==> src/rtl/lupa_spi_pkg.sv <==
// Frame format shared by both ends of the LUPA configuration SPI link.
package lupa_spi_pkg;

    localparam int ADDR_W_DEF  = 7;
    localparam int DATA_W_DEF  = 9;
    localparam int FRAME_W_DEF = ADDR_W_DEF + DATA_W_DEF;

    typedef enum logic [1:0] {
        ST_IDLE  = 2'd0,
        ST_SHIFT = 2'd1,
        ST_CHECK = 2'd2
    } spi_rx_state_e;

    // Address field: the bits sent first, so they sit at the top of the frame.
    function automatic logic [ADDR_W_DEF-1:0] frame_addr(input logic [FRAME_W_DEF-1:0] frame);
        return frame[FRAME_W_DEF-1 -: ADDR_W_DEF];
    endfunction

    // Data field: the bits sent last, at the bottom of the frame.
    function automatic logic [DATA_W_DEF-1:0] frame_data(input logic [FRAME_W_DEF-1:0] frame);
        return frame[DATA_W_DEF-1:0];
    endfunction

endpackage

==> src/rtl/lupa_sync_edge.sv <==
// Two-flop synchroniser for one asynchronous level, plus registered edge pulses.
module lupa_sync_edge (
    input  logic clk,
    input  logic reset,
    input  logic async_i,
    output logic sync_o,
    output logic rise_o,
    output logic fall_o
);

    logic meta_q, sync_q, prev_q, rise_q, fall_q;
    logic meta_d, sync_d, prev_d, rise_d, fall_d;

    // Next values: shift the chain, compare the synced level with its previous value.
    always_comb begin
        meta_d = async_i;
        sync_d = meta_q;
        prev_d = sync_q;
        rise_d = sync_q & ~prev_q;
        fall_d = ~sync_q & prev_q;
    end

    // Synchroniser and edge-pulse registers.
    always_ff @(posedge clk) begin
        if (reset) begin
            meta_q <= 1'b0;
            sync_q <= 1'b0;
            prev_q <= 1'b0;
            rise_q <= 1'b0;
            fall_q <= 1'b0;
        end else begin
            meta_q <= meta_d;
            sync_q <= sync_d;
            prev_q <= prev_d;
            rise_q <= rise_d;
            fall_q <= fall_d;
        end
    end

    assign sync_o = sync_q;
    assign rise_o = rise_q;
    assign fall_o = fall_q;

endmodule

==> src/rtl/lupa_spi_rx.sv <==
// Sensor-side SPI receiver: deserialises address+data frames, checks their
// length, mirrors accepted writes into a shadow bank and counts them.
module lupa_spi_rx
    import lupa_spi_pkg::*;
#(
    parameter int ADDR_W = ADDR_W_DEF,
    parameter int DATA_W = DATA_W_DEF,
    parameter int CNT_W  = 8
) (
    input  logic              clock_40,
    input  logic              reset,
    input  logic              spi_clk,
    input  logic              spi_en,
    input  logic              spi_dat,
    input  logic [3:0]        nrg,
    output logic              rx_valid,
    output logic [ADDR_W-1:0] rx_addr,
    output logic [DATA_W-1:0] rx_data,
    output logic              frame_err,
    output logic [CNT_W-1:0]  frame_cnt,
    output logic              cfg_rx_done,
    input  logic [ADDR_W-1:0] rd_addr,
    output logic [DATA_W-1:0] rd_data
);

    localparam int FRAME_W = ADDR_W + DATA_W;
    localparam int BIT_W   = $clog2(FRAME_W + 2);

    logic clk_rise, clk_sync_unused, clk_fall_unused;
    logic en_sync, en_rise, en_fall;

    lupa_sync_edge u_clk_sync (
        .clk     (clock_40),
        .reset   (reset),
        .async_i (spi_clk),
        .sync_o  (clk_sync_unused),
        .rise_o  (clk_rise),
        .fall_o  (clk_fall_unused)
    );

    lupa_sync_edge u_en_sync (
        .clk     (clock_40),
        .reset   (reset),
        .async_i (spi_en),
        .sync_o  (en_sync),
        .rise_o  (en_rise),
        .fall_o  (en_fall)
    );

    spi_rx_state_e      state_q, state_d;
    logic [2:0]         dat_sync_q, dat_sync_d;
    logic [1:0]         warm_q, warm_d;
    logic               seen_low_q, seen_low_d;
    logic [FRAME_W-1:0] shift_q, shift_d;
    logic [BIT_W-1:0]   bits_q, bits_d;
    logic               rx_valid_q, rx_valid_d;
    logic               frame_err_q, frame_err_d;
    logic [ADDR_W-1:0]  rx_addr_q, rx_addr_d;
    logic [DATA_W-1:0]  rx_data_q, rx_data_d;
    logic [CNT_W-1:0]   frame_cnt_q, frame_cnt_d;
    logic               cfg_rx_done_q, cfg_rx_done_d;
    logic [DATA_W-1:0]  rd_data_q;
    logic               wr_en;
    logic               start_ok;

    logic [DATA_W-1:0]  bank_mem [2**ADDR_W];

    // A start is only trusted once spi_en has been seen low after the
    // synchroniser has filled; this drops the tail of a frame cut by reset.
    assign start_ok = en_rise & seen_low_q;

    // Frame FSM, bit accounting and accept/reject decision.
    always_comb begin
        state_d       = state_q;
        dat_sync_d    = {dat_sync_q[1:0], spi_dat};
        warm_d        = (warm_q == 2'd3) ? warm_q : warm_q + 2'd1;
        seen_low_d    = seen_low_q | ((warm_q == 2'd3) & ~en_sync);
        shift_d       = shift_q;
        bits_d        = bits_q;
        rx_valid_d    = 1'b0;
        frame_err_d   = 1'b0;
        rx_addr_d     = rx_addr_q;
        rx_data_d     = rx_data_q;
        frame_cnt_d   = frame_cnt_q;
        wr_en         = 1'b0;
        cfg_rx_done_d = cfg_rx_done_q |
                        ((nrg != 4'd0) && (frame_cnt_q == CNT_W'(nrg)));

        case (state_q)
            ST_IDLE: begin
                if (start_ok) begin
                    state_d = ST_SHIFT;
                    shift_d = '0;
                    bits_d  = '0;
                end
            end
            ST_SHIFT: begin
                if (en_fall) begin
                    // Decision is taken here so the result pulses during CHECK.
                    state_d = ST_CHECK;
                    if (bits_q == BIT_W'(FRAME_W)) begin
                        rx_valid_d  = 1'b1;
                        rx_addr_d   = shift_q[FRAME_W-1 -: ADDR_W];
                        rx_data_d   = shift_q[DATA_W-1:0];
                        frame_cnt_d = frame_cnt_q + CNT_W'(1);
                        wr_en       = 1'b1;
                    end else begin
                        frame_err_d = 1'b1;
                    end
                end else if (clk_rise) begin
                    shift_d = {shift_q[FRAME_W-2:0], dat_sync_q[2]};
                    if (bits_q != BIT_W'(FRAME_W + 1)) begin
                        bits_d = bits_q + BIT_W'(1);
                    end
                end
            end
            ST_CHECK: begin
                state_d = ST_IDLE;
                if (start_ok) begin
                    state_d = ST_SHIFT;
                    shift_d = '0;
                    bits_d  = '0;
                end
            end
            default: state_d = ST_IDLE;
        endcase
    end

    // State and output registers.
    always_ff @(posedge clock_40) begin
        if (reset) begin
            state_q       <= ST_IDLE;
            dat_sync_q    <= '0;
            warm_q        <= '0;
            seen_low_q    <= 1'b0;
            shift_q       <= '0;
            bits_q        <= '0;
            rx_valid_q    <= 1'b0;
            frame_err_q   <= 1'b0;
            rx_addr_q     <= '0;
            rx_data_q     <= '0;
            frame_cnt_q   <= '0;
            cfg_rx_done_q <= 1'b0;
        end else begin
            state_q       <= state_d;
            dat_sync_q    <= dat_sync_d;
            warm_q        <= warm_d;
            seen_low_q    <= seen_low_d;
            shift_q       <= shift_d;
            bits_q        <= bits_d;
            rx_valid_q    <= rx_valid_d;
            frame_err_q   <= frame_err_d;
            rx_addr_q     <= rx_addr_d;
            rx_data_q     <= rx_data_d;
            frame_cnt_q   <= frame_cnt_d;
            cfg_rx_done_q <= cfg_rx_done_d;
        end
    end

    // Shadow bank write port; contents survive reset.
    always_ff @(posedge clock_40) begin
        if (wr_en) begin
            bank_mem[rx_addr_d] <= rx_data_d;
        end
    end

    // Registered readback; a same-cycle write is seen on the following read.
    always_ff @(posedge clock_40) begin
        if (reset) begin
            rd_data_q <= '0;
        end else begin
            rd_data_q <= bank_mem[rd_addr];
        end
    end

    assign rx_valid    = rx_valid_q;
    assign frame_err   = frame_err_q;
    assign rx_addr     = rx_addr_q;
    assign rx_data     = rx_data_q;
    assign frame_cnt   = frame_cnt_q;
    assign cfg_rx_done = cfg_rx_done_q;
    assign rd_data     = rd_data_q;

endmodule

==> config.mk <==
export PLATFORM = sky130hd
export DESIGN_NAME = lupa_spi_rx
export DESIGN_NICKNAME = d
export VERILOG_FILES = /design/src/rtl/lupa_spi_pkg.sv /design/src/rtl/lupa_sync_edge.sv /design/src/rtl/lupa_spi_rx.sv
export SDC_FILE = /design/constraint.sdc
export NUM_CORES = 1
export LEC_CHECK = 0
export BUFFER_PORTS_ARGS = -buffer_cell sky130_fd_sc_hd__buf_2
export CAP_MARGIN = 0
export CORE_MARGIN = 4
export CORE_UTILIZATION = 50
export CTS_CLUSTER_DIAMETER = 120
export CTS_CLUSTER_SIZE = 20
export DETAILED_ROUTE_END_ITERATION = 10
export GPL_TIMING_DRIVEN = 0
export PLACE_DENSITY = 0.71
export RECOVER_POWER = 100
export SYNTH_ARGS = -nofsm -noshare
export SYNTH_HDL_FRONTEND = slang
export SYNTH_HIERARCHICAL = 1
export SYNTH_SLANG_ARGS = --single-unit
==> constraint.sdc <==
create_clock -name clock_40 -period 4.15 [get_ports clock_40]
set_clock_uncertainty 0.1 [all_clocks]
set_input_delay 0.415 -clock clock_40 [delete_from_list [all_inputs] [get_ports clock_40]]
set_output_delay 0.415 -clock clock_40 [all_outputs]
set_load 0.01 [all_outputs]
==> impl_metrics.ini <==
[final_layout]
seqCellArea_um2 = 36100
design_area_um2 = 51500
nets = 2555
area_growth_pct = 8.68
drive_gt1_frac = 0.186
fillCellCount = 6978
multi_input_area_um2 = 10800

[power]
p_int_mw = 17.0
switching_share = 0.204
p_leak_nw = 16.2
combPwrFrac = 0.043
vdd_drop_max_v = 0.000273
power.density_nw_per_um2 = 415
total_power_mw = 21.4
p_switching_mw = 4.36
pwr-share-seq = 0.623
clock_power_share = 0.334

[routing]
drtIter0Drc = 3355
wl_per_cell_um = 29.9
drtAntennaViolNets = 0
first_pass_iters = 9
vias = 24300
drt-vias-per-instance = 6.36
routed_wl_um = 114000
drc = 0

[sta]
finalCriticalPeriod_ns = 4.38
slew_headroom = 0.0219
holdWs_ns = 0.0867
worst_pin_slew_ns = 1.47
grt_setup_unrepaired = true
worst_slack_ns = -0.232
slew_viol_final = 0
hold_viol = 0
finalSetupViolations = 1
fin_crit_sh = 1.06
fmax_mhz = 228

[global_routing]
grt.overflow.total = 0
grt_pass1_vias = 24100
antenna_found_initial = 1
track_usage = 0.231
grt_max_degree = 101
grt_pass1_wl_um = 166000

[floorplanning]
dieArea_um2 = 99900
fp.coreArea_um2 = 93700
start_util = 0.506
die_w_um = 316
num_rows = 112
num_io_pins = 52
dieHeight_um = 316

[placement]
port_buffers = 49
routabilityCongestion = 0.899
placed_cell_area_um2 = 49500
dp_hpwl_um = 77100

[run_status]
status = finished, violations left
failed_checks = negative setup slack

[worst_setup_path]
worstPathMaxFanout = 10
rr_startpoint = bits_q[0]$_SDFFE_PP0P_
reg2reg_depth = 10
crit_arrival_ns = 4.70
cp.required_ns = 4.47
cp-start-kind = primary input
rrSetupSlack_ns = 0.04
path_class = in -> reg
startpoint = rd_addr[1]
rr_endpoint = bank_mem[122][1]$_DFFE_PP_
endpoint = rd_data[3]$_SDFF_PP0_
cp-end-kind = register

[cts]
htreeDepth = 3
cts_tree = built
clock_latency_ns = 0.65
cts_buffer_depth = 3
clockRootBuffer = clkbuf_16
cts_sinks = 1226
cts_buffers = 71
clk_pin_slew_ns = 0.08

[hold_path]
hp-class = in -> reg

[job]
maxCapViolCount = 0

[synth]
synth_warnings = 6
syn_area_um2 = 47400
syn_nets = 2421
syn_inst = 2400
avgSynthCellArea_um2 = 19.8
==> timing repair <==
action,4_1_cts,5_1_grt
endpoints found under the setup margin,18,266
hold buffers,3,0
gates resized for setup,2,27
buffers inserted,0,0
gates cloned,0,0
hold endpoints to repair,3,0
==> layout make-up <==
class	instances	share of cell area
sequential	1226	0.700
clock inverter	4	0.000825
clock buffer	99	0.0382
buffer	133	0.0119
timing repair buffer	61	0.00825
multi-input combinational	1035	0.210
inverter	6	0.000437
tap	1254	0.0304
antenna	2	0.0000971
==> worst min-delay path by stage <==
| stage | startpoint | endpoint | depth (start not counted) |
|---|---|---|---|
| floorplan | u_clk_sync/prev_q$_SDFF_PP0_ | u_clk_sync/rise_o$_SDFF_PP0_ | 1 |
| global placement | u_clk_sync/prev_q$_SDFF_PP0_ | u_clk_sync/rise_o$_SDFF_PP0_ | 1 |
| detailed placement | u_clk_sync/prev_q$_SDFF_PP0_ | u_clk_sync/rise_o$_SDFF_PP0_ | 1 |
| CTS | nrg[2] | cfg_rx_done$_SDFF_PP0_ | 5 |
| global route | nrg[2] | cfg_rx_done$_SDFF_PP0_ | 5 |
| finish | nrg[2] | cfg_rx_done$_SDFF_PP0_ | 5 |
==> power by group through the flow <==
stage               Combinational [mW]  Clock, mW  Sequential, mW
finish                           0.921       7.15            13.3
global route                     0.961       7.73            13.3
CTS                              0.922       7.21            13.3
detailed placement               0.918          0            13.6
global placement                 0.909          0            13.6
floorplan                        0.591          0            13.6
==> layer usage <==
layer / track usage / up-vias / wire (um)
met2: 0.372 / 1369 / 55400
li1: - / 9981 / -
met4: 0.0764 / 0 / 4100
met1: 0.322 / 12700 / 43400
met3: 0.0456 / 216 / 11300
met5: 0 / - / 0
==> worst max-delay path: stages <==
cell and delay, ns:
clkbuf_1 0.62, buf_2 0.38, buf_2 0.44, clkbuf_1 1.12, mux2i_1 0.53, a22oi_1 0.12
nand3_1 0.16, nand2_1 0.06, nor4_1 0.47, a31oi_1 0.34
==> registers in the layout, summed over array words and instances, names as in the netlist, 2 cells and up <==
name / count
bank_mem: 1152
bits_q: 5
dat_sync_q: 3
frame_cnt: 8
rd_data: 9
rx_addr: 7
rx_data: 9
shift_q: 16
state_q: 2
warm_q: 2
==> through the flow <==
stage                      util  TNS [ns]  setup slack, ns  cells
final                     0.550    -0.232           -0.232   3820
after global routing      0.550    -12.87           -0.103   3818
after CTS                 0.550         0           0.0334   3818
after detailed placement  0.528     -1.24          -0.0864   3712
after global placement    0.525  -2236.72            -2.39   3703
after floorplan               -         0            0.276   2400
==> layout by cell type, fill, tap and decap left out, types with 8 or more instances in the layout <==
cell type / instances
a22o_1: 16
clkbuf_1: 128
buf_1: 10
a22oi_1: 40
nand2_1: 110
xor2_1: 8
mux4_2: 257
a21oi_1: 47
dfxtp_1: 74
buf_2: 56
nor2_1: 131
nor2b_1: 17
a221oi_1: 17
o21ai_0: 19
a41o_1: 8
o22ai_1: 9
nor3_1: 24
nand3b_1: 12
mux2i_1: 132
edfxtp_1: 1152
nor2_2: 28
nand3_1: 53
nand4_1: 17
mux2_2: 22
clkbuf_16: 75
(Power assumes the default switching activity.)
